===== config.mk =====
export PLATFORM = sky130hd
export DESIGN_NAME = pipe_ctrl
export DESIGN_NICKNAME = d
export VERILOG_FILES = /design/src/rtl/pipe_ctrl.sv
export SDC_FILE = /design/constraint.sdc
export NUM_CORES = 1
export LEC_CHECK = 0
export BUFFER_PORTS_ARGS = -buffer_cell sky130_fd_sc_hd__buf_2
export CELL_PAD_IN_SITES_DETAIL_PLACEMENT = 1
export CELL_PAD_IN_SITES_GLOBAL_PLACEMENT = 1
export CORE_MARGIN = 5
export CORE_UTILIZATION = 32
export DETAILED_ROUTE_END_ITERATION = 6
export PLACE_DENSITY = 0.93
export SLEW_MARGIN = 20
export SYNTH_ARGS = -nofsm -noshare
export SYNTH_HDL_FRONTEND = slang
export SYNTH_SLANG_ARGS = --single-unit
export TNS_END_PERCENT = 1

===== constraint.sdc =====
create_clock -name clk -period 2.31 [get_ports clk]
set_clock_uncertainty 0.05 [all_clocks]
set_input_delay 0.1155 -clock clk [delete_from_list [all_inputs] [get_ports clk]]
set_output_delay 0.1155 -clock clk [all_outputs]
set_load 0.01 [all_outputs]

===== src/rtl/pipe_ctrl.sv =====
// pipe_ctrl: hold/flush/redirect controller for the 5-stage RV32I pipeline.
// A redirect that arrives while fetch is busy is latched and replayed once
// fetch frees (JUMP_PEND). All hold/flush/jump outputs are combinational.
// Optional hold watchdog: define PIPE_CTRL_WDOG_EN to build it; otherwise
// hold_timeout_o is tied to 0.
module pipe_ctrl #(
  parameter int ADDR_W       = 32,
  parameter int HOLD_TIMEOUT = 16
) (
  input  logic              clk,
  input  logic              rst,
  input  logic              jump_en_i,
  input  logic [ADDR_W-1:0] jump_addr_i,
  input  logic              hold_flag_ex_i,
  input  logic              ex_mem_re_i,
  input  logic [4:0]        ex_rd_addr_i,
  input  logic [4:0]        id_rs1_addr_i,
  input  logic [4:0]        id_rs2_addr_i,
  input  logic              id_rs1_re_i,
  input  logic              id_rs2_re_i,
  input  logic              fetch_busy_i,
  output logic              pc_hold_o,
  output logic              pc_jump_o,
  output logic [ADDR_W-1:0] pc_jump_addr_o,
  output logic              if_id_hold_o,
  output logic              if_id_flush_o,
  output logic              id_ex_hold_o,
  output logic              id_ex_flush_o,
  output logic              state_o,
  output logic              hold_timeout_o
);

  typedef enum logic {RUN = 1'b0, JUMP_PEND = 1'b1} state_t;

  state_t              state_q, state_d;
  logic [ADDR_W-1:0]   pend_addr_q, pend_addr_d;
  logic                load_use;

  // Load-use: EX load writes a register that ID is about to read (x0 never hazards)
  always_comb begin
    load_use = ex_mem_re_i && (ex_rd_addr_i != 5'd0) &&
               ((id_rs1_re_i && (id_rs1_addr_i == ex_rd_addr_i)) ||
                (id_rs2_re_i && (id_rs2_addr_i == ex_rd_addr_i)));
  end

  // Priority decode of hold/flush/redirect plus next-state; rst masks all controls
  always_comb begin
    pc_hold_o      = 1'b0;
    pc_jump_o      = 1'b0;
    pc_jump_addr_o = '0;
    if_id_hold_o   = 1'b0;
    if_id_flush_o  = 1'b0;
    id_ex_hold_o   = 1'b0;
    id_ex_flush_o  = 1'b0;
    state_d        = state_q;
    pend_addr_d    = pend_addr_q;
    unique case (state_q)
      RUN: begin
        if (jump_en_i && !fetch_busy_i) begin
          pc_jump_o      = 1'b1;
          pc_jump_addr_o = jump_addr_i;
          if_id_flush_o  = 1'b1;
          id_ex_flush_o  = 1'b1;
        end else if (jump_en_i) begin
          // Fetch can't take the redirect now: park it and squash younger work
          pc_hold_o     = 1'b1;
          if_id_flush_o = 1'b1;
          id_ex_flush_o = 1'b1;
          pend_addr_d   = jump_addr_i;
          state_d       = JUMP_PEND;
        end else if (hold_flag_ex_i) begin
          pc_hold_o    = 1'b1;
          if_id_hold_o = 1'b1;
          id_ex_hold_o = 1'b1;
        end else if (load_use) begin
          // Keep the dependent instr in ID, inject one bubble into EX
          pc_hold_o     = 1'b1;
          if_id_hold_o  = 1'b1;
          id_ex_flush_o = 1'b1;
        end else if (fetch_busy_i) begin
          pc_hold_o     = 1'b1;
          if_id_flush_o = 1'b1;
        end
      end
      JUMP_PEND: begin
        // EX only holds bubbles here, so jump/hold requests are ignored
        if_id_flush_o = 1'b1;
        id_ex_flush_o = 1'b1;
        if (fetch_busy_i) begin
          pc_hold_o = 1'b1;
        end else begin
          pc_jump_o      = 1'b1;
          pc_jump_addr_o = pend_addr_q;
          state_d        = RUN;
        end
      end
      default: state_d = RUN;
    endcase
    if (rst) begin
      pc_hold_o      = 1'b0;
      pc_jump_o      = 1'b0;
      pc_jump_addr_o = '0;
      if_id_hold_o   = 1'b0;
      if_id_flush_o  = 1'b0;
      id_ex_hold_o   = 1'b0;
      id_ex_flush_o  = 1'b0;
    end
  end

  // FSM state and parked redirect target
  always_ff @(posedge clk) begin
    if (rst) begin
      state_q     <= RUN;
      pend_addr_q <= '0;
    end else begin
      state_q     <= state_d;
      pend_addr_q <= pend_addr_d;
    end
  end

  assign state_o = state_q;

`ifdef PIPE_CTRL_WDOG_EN
  localparam int CW = $clog2(HOLD_TIMEOUT + 1);

  logic [CW-1:0] wd_cnt_q, wd_cnt_d;
  logic          wd_to_q, wd_to_d;

  // Saturating run-length of consecutive PC holds; sticky trip at HOLD_TIMEOUT
  always_comb begin
    wd_cnt_d = '0;
    if (pc_hold_o)
      wd_cnt_d = (wd_cnt_q == CW'(HOLD_TIMEOUT)) ? wd_cnt_q : wd_cnt_q + 1'b1;
    wd_to_d = wd_to_q || (wd_cnt_d == CW'(HOLD_TIMEOUT));
  end

  // Watchdog registers
  always_ff @(posedge clk) begin
    if (rst) begin
      wd_cnt_q <= '0;
      wd_to_q  <= 1'b0;
    end else begin
      wd_cnt_q <= wd_cnt_d;
      wd_to_q  <= wd_to_d;
    end
  end

  assign hold_timeout_o = wd_to_q;
`else
  assign hold_timeout_o = 1'b0;
`endif

endmodule


==> results of run 1 <==
worst max path at each step:
stage	startpoint	endpoint
after floorplan	state_o	pc_jump_addr_o[10]
final	state_o	pc_jump_addr_o[1]
after global placement	ex_rd_addr_i[3]	id_ex_flush_o
after CTS	state_o	pc_jump_addr_o[1]
after global routing	state_o	pc_jump_addr_o[9]
after detailed placement	ex_rd_addr_i[3]	id_ex_flush_o
layout make-up:
type	count	area share (%)
flip-flops and latches	33	27.4
repair buffers	100	21.5
well taps	72	3.73
multi-input cells	196	42.6
clock buffers	7	3.58
clock inverters	1	1.24
critical path, cell delays in order (launching register included):
cell and delay, ns:
dfxtp_1 0.46, nor2b_2 0.18, buf_4 0.35, a22oi_1 0.15, nor2_1 0.13, buf_2 0.15
layer usage:
layer	global-route usage [%]	vias to the layer above	routed length, um
met2	29.8	56	2960
li1	-	1026	-
met4	4.89	0	78
met3	4.61	8	345
met1	18.4	997	2470
met5	0	-	0
layout by cell type (no fill, tap or decap), types with 2 or more instances in the layout:
| cell | Yosys | layout |
|---|---|---|
| buf_2 | 0 | 93 |
| nor3_1 | 2 | 2 |
| xnor2_1 | 2 | 2 |
| a21oi_1 | 35 | 35 |
| nor2_1 | 34 | 34 |
| nand2_1 | 64 | 64 |
| clkbuf_8 | 0 | 6 |
| buf_4 | 1 | 7 |
| nor2b_1 | 3 | 2 |
| a22oi_1 | 32 | 32 |
| xor2_1 | 8 | 8 |
| dfxtp_1 | 33 | 33 |
cells by family (layout without fill, tap and decap cells):
group                  after synthesis  count (layout)  share of synthesized area [%]
XOR/XNOR                            10              10                           4.95
other                                1               1                          0.212
AO/OA/AOI/OAI                       72              72                           25.7
AND/OR/NAND/NOR                    113             113                           26.8
flip-flops                          33              33                           37.3
buffers and inverters               23             108                           5.09
power breakdown:
part | switching (mW) | leakage (nW) | internal (mW)
Clock | 0.214 | 0.0585 | 0.352
Sequential | 0.0141 | 0.270 | 0.595
Combinational | 0.145 | 0.750 | 0.102
state kept, by name (all words and copies together) (netlist names):
register / count
pend_addr_q: 32
state_o: 1
stage by stage:
stage          power [mW]  setup WS (ns)  instances  hold slack (ns)  area (um2)
6_report             1.42          0.446        409           0.0293        2410
5_1_grt              1.50          0.308        409           0.0229        2410
4_1_cts              1.45          0.432        409           0.0198        2410
3_5_place_dp        0.871          0.580        401            0.327        2300
3_3_place_gp        0.860          0.673        401            0.318        2300
2_1_floorplan       0.754          0.802        252            0.201        1770
==> flow_summary.yaml, run 1 <==
clock_tree:
  cts_buffer_depth: 2
  cts.clk_slew.worst_paths_ns: 0.07
  cts_num_sinks: 33
  htreeDepth: 2
  post-cts-setup-buffers: 0
  cts.root.buffer_cell: "clkbuf_8"
  ctsHoldBuffers: 0
  clock_latency_ns: 0.27
  cts_tree: "done"
  numCtsBuffers: 5
  cts_resized: 0
sta:
  grt_setup_unrepaired: "no"
  final_max_slew_viol_count: 0
  period_needed_ns: 1.86
  clock.fmax_mhz: 536
  setup_violations: 0
  min_period_over_period_pct: 80.7
  finalHoldViolCount: 0
  setup_tns_ns: 0
critical_path:
  reg2reg_to: "pend_addr_q[12]"
  crit_required_ns: 2.14
  worstPathMaxFanout: 32
  crit_type: "reg -> out"
  worstSetupEndpointType: "output port"
  ff2ff_setup_slack_ns: 1.00
  crit_arrival_ns: 1.70
  r2r_start: "state_o"
  critPathLaunchType: "register"
  r2r_cells: 4
synth:
  synthFlopType: "dfxtp_1"
  avgSynthCellArea_um2: 7.03
  synthTopCellsByCount: "nand2_1, a21oi_1, nor2_1"
  synth_edf_count: 0
  yosysTopAreaCell: "dfxtp_1"
  synthesis.area_um2: 1770
  synthArstFlopShare_pct: 0
  yosysSeqAreaShare_pct: 37.3
  synthDistinctLibCells: 26
  synth-seq-cells: 33
  syn_inst: 252
  synth_most_common_cell: "nand2_1"
  yosysWarnings: 0
  netlist_top_cells_area: "dfxtp_1, a22oi_1, nand2_1"
  synth_nets: 307
  synth_top_cell_area_share_pct: 37.3
routing:
  firstDrtPassIters: 4
  post-route-drc-count: 0
  avgViaCountPerCell: 5.10
  wl_per_cell_um: 14.3
  drt_iter0_drc: 74
  route.vias.total: 2087
  postRouteAntennaNets: 0
  routed_wl_um: 5850
global_routing:
  grt.overflow.total: 0
  grt_pass1_wl_um: 9720
  grt_use_total_pct: 16.3
  grt_pass1_vias: 2127
  grt_max_degree: 35
  antenna_found_initial: 0
floorplan:
  io_pins: 95
  die_area_um2: 7120
  die-width_um: 84.4
  initial_core_util_pct: 32.6
  core-area_um2: 5440
  rows: 27
  fp.dieH_um: 84.4
hold_path:
  min_from: "jump_addr_i[15]"
  whs_endpoint: "pend_addr_q[15]"
  hp-class: "in -> reg"
  min_path_cells: 3
power_and_ir_drop:
  p_leak_nw: 1.08
  power_density_nw_per_um2: 590
  vdd_ir_drop_max_mv: 0.218
layout:
  diodes: 0
  fill_cells: 724
  post_route_cells_drive_above_1_share_pct: 33.2
  final_nets: 391
  multi_input_area_um2: 1030
  area_delta_synth_final_pct: 36.3
  ff_latch_area_um2: 661
  final_core_util_pct: 44.4
run_status:
  status: "complete, no violations"
run:
  maxCapViolations: 0
placed_design:
  io_buffers: 93
  place.gp.congestion: 0.852
  dp_hpwl_um: 4200
(Power assumes the default switching activity.)
==> inputs of run 2 (changes only) <==
--- a/config.mk
+++ b/config.mk
@@ -9,9 +9,9 @@
 export CELL_PAD_IN_SITES_DETAIL_PLACEMENT = 1
 export CELL_PAD_IN_SITES_GLOBAL_PLACEMENT = 1
 export CORE_MARGIN = 5
-export CORE_UTILIZATION = 32
+export CORE_UTILIZATION = 27
 export DETAILED_ROUTE_END_ITERATION = 6
-export PLACE_DENSITY = 0.93
+export PLACE_DENSITY = 0.85
 export SLEW_MARGIN = 20
 export SYNTH_ARGS = -nofsm -noshare
 export SYNTH_HDL_FRONTEND = slang
==> constraint.sdc (replaced) <==
create_clock -name clk -period 1.5 [get_ports clk]
set_clock_uncertainty 0.05 [all_clocks]
set_input_delay 0.075 -clock clk [delete_from_list [all_inputs] [get_ports clk]]
set_output_delay 0.075 -clock clk [all_outputs]
set_load 0.01 [all_outputs]
==> run 2 against run 1 <==
The run now ends with negative setup slack left. Sequential power up 54%. Sequential cell count unchanged. Worst setup slack worse by 0.64 ns. Combinational power up 110%. First-iteration DRC count up 16%. Highest routed layer unchanged.
==> flow_summary.yaml, run 2 (synthesis gave the netlist of run 1 again) <==
run_status:
  status: "finished, violations left"
  violations: "negative setup slack"
sta:
  final.setup.worst_slack_ns: -0.198
  min_period_over_period_pct: 113
  final_max_slew_viol_count: 0
  period_needed_ns: 1.70
  grt_setup_unrepaired: "yes"
  clock.fmax_mhz: 589
  setup_violations: 37
  worst_hold_slack_ns: 0.0191
  finalHoldViolCount: 0
floorplan:
  fp.dieH_um: 91.0
  die_area_um2: 8280
  die-width_um: 91.0
  initial_core_util_pct: 27.9
  rows: 29
  core-area_um2: 6350
  io_pins: 95
placed_design:
  dp_hpwl_um: 4330
  io_buffers: 93
  dp_cells: 408
  place.gp.congestion: 0.810
routing:
  drt_iter0_drc: 86
  routed_wl_um: 7540
  wl_per_cell_um: 16.6
  postRouteAntennaNets: 0
  wl_met1_um: 2950
  avgViaCountPerCell: 4.94
  route.vias.total: 2239
  firstDrtPassIters: 4
  top_layer_used: "met4"
  wl_met2_um: 4130
  route.met3.wl_um: 374
  post-route-drc-count: 0
power_and_ir_drop:
  vdd_ir_drop_max_mv: 0.355
  power_density_nw_per_um2: 781
  p_leak_nw: 1.30
critical_path:
  crit_type: "in -> out"
  critPathLaunchType: "input pin"
  r2r_cells: 4
  startpoint: "ex_rd_addr_i[2]"
  reg2reg_to: "pend_addr_q[22]"
  crit_required_ns: 1.37
  critPathSlowestCell: "nor4_1"
  ff2ff_setup_slack_ns: 0.09
  slowest_delay_ns: 0.39
  worstSetupEndpointType: "output port"
  worstPathMaxFanout: 3
  crit_arrival_ns: 1.57
  r2r_start: "state_o"
  path_cells: "buf_4, xor2_1, nor4_1, a32oi_2, o41ai_2, nor2b_1, buf_2"
clock_tree:
  clock_latency_ns: 0.27
  cts_tree: "done"
  numCtsBuffers: 5
  cts.root.buffer_cell: "clkbuf_8"
  cts_buffer_depth: 2
  cts_num_sinks: 33
  htreeDepth: 2
  cts.clk_slew.worst_paths_ns: 0.07
global_routing:
  grt.overflow.total: 0
  antenna_found_initial: 0
  grt_pass1_vias: 2360
  grt_pass1_wl_um: 11400
  grt_max_degree: 38
  grt_use_total_pct: 16.6
run:
  maxCapViolations: 0
layout:
  final_nets: 429
  layout_commonest_cell: "buf_2"
  area_delta_synth_final_pct: 67.9
  ff_latch_area_um2: 664
  max_flop_register: "pend_addr_q"
  stdcell_count: 453
  fill_cells: 811
  final_core_util_pct: 46.8
  post_route_cells_drive_above_1_share_pct: 34.1
  multi_input_area_um2: 1090
  largest_reg_flops: 32
  layout_common_cells: "buf_2, nand2_1, a21oi_1"
hold_path:
  min_path_cells: 3
  hp-class: "in -> reg"
  min_from: "jump_addr_i[2]"
  whs_endpoint: "pend_addr_q[2]"
run 2: cell types whose count changed in the layout (fill, tap and decap cells not counted), moves of 2 or more:
| cell | delta |
|---|---|
| xor2_2 | +2 |
| dlygate4sd3_1 | +30 |
| buf_2 | -4 |
| xor2_1 | -2 |
| buf_12 | +4 |
| buf_6 | +4 |
run 2: routing by layer:
layer	global-route usage [%]	up-vias
met5	0	-
met4	5.75	0
met3	3.72	10
met2	31.7	61
met1	17.7	1067
li1	-	1101
run 2: through the flow:
step	TNS [ns]	total power, mW	instance area, um2	setup slack (ns)
final	-3.58	2.32	2970	-0.198
after global placement	-0.113	1.35	2370	-0.0430
after floorplan	0	1.16	1770	0.0325
after detailed placement	-0.419	1.36	2370	-0.124
after CTS	-1.83	2.31	2840	-0.122
after global routing	-7.40	2.44	2970	-0.303
run 2: worst max-delay path by stage:
stage               cells past startpoint            endpoint  slack, ns
global route                            7       id_ex_flush_o      -0.30
detailed placement                      7           pc_hold_o      -0.12
finish                                  7           pc_hold_o      -0.20
CTS                                     5  pc_jump_addr_o[27]      -0.12
global placement                        6       if_id_flush_o      -0.04
floorplan                               5  pc_jump_addr_o[10]       0.03
run 2: critical path, delay by kind of cell:
family / cells / cell delay (ns)
AND/OR/NAND/NOR: 2 / 0.60
buffers and inverters: 2 / 0.29
AO/OA/AOI/OAI: 2 / 0.44
XOR/XNOR: 1 / 0.16
run 2: power breakdown:
part	total (mW)	switching [mW]	internal [mW]
Clock	0.853	0.312	0.541
Sequential	0.939	0.0226	0.916
Combinational	0.530	0.271	0.259
run 2: repair_timing:
action	CTS	global route
endpoints found under the hold margin	30	0
setup buffers	0	3
hold buffers	30	0
endpoints found under the setup margin	36	37
pin swaps	1	10
resized for setup	6	20
gates cloned	1	2
run 2: area by class of cell:
type | count | area share (%)
Sequential cell | 33 | 22.3
Clock buffer | 7 | 2.90
Clock inverter | 1 | 1.01
Antenna cell | 1 | 0.0842
Multi-Input combinational cell | 196 | 36.8
Timing Repair Buffer | 138 | 33.6
Tap cell | 77 | 3.24
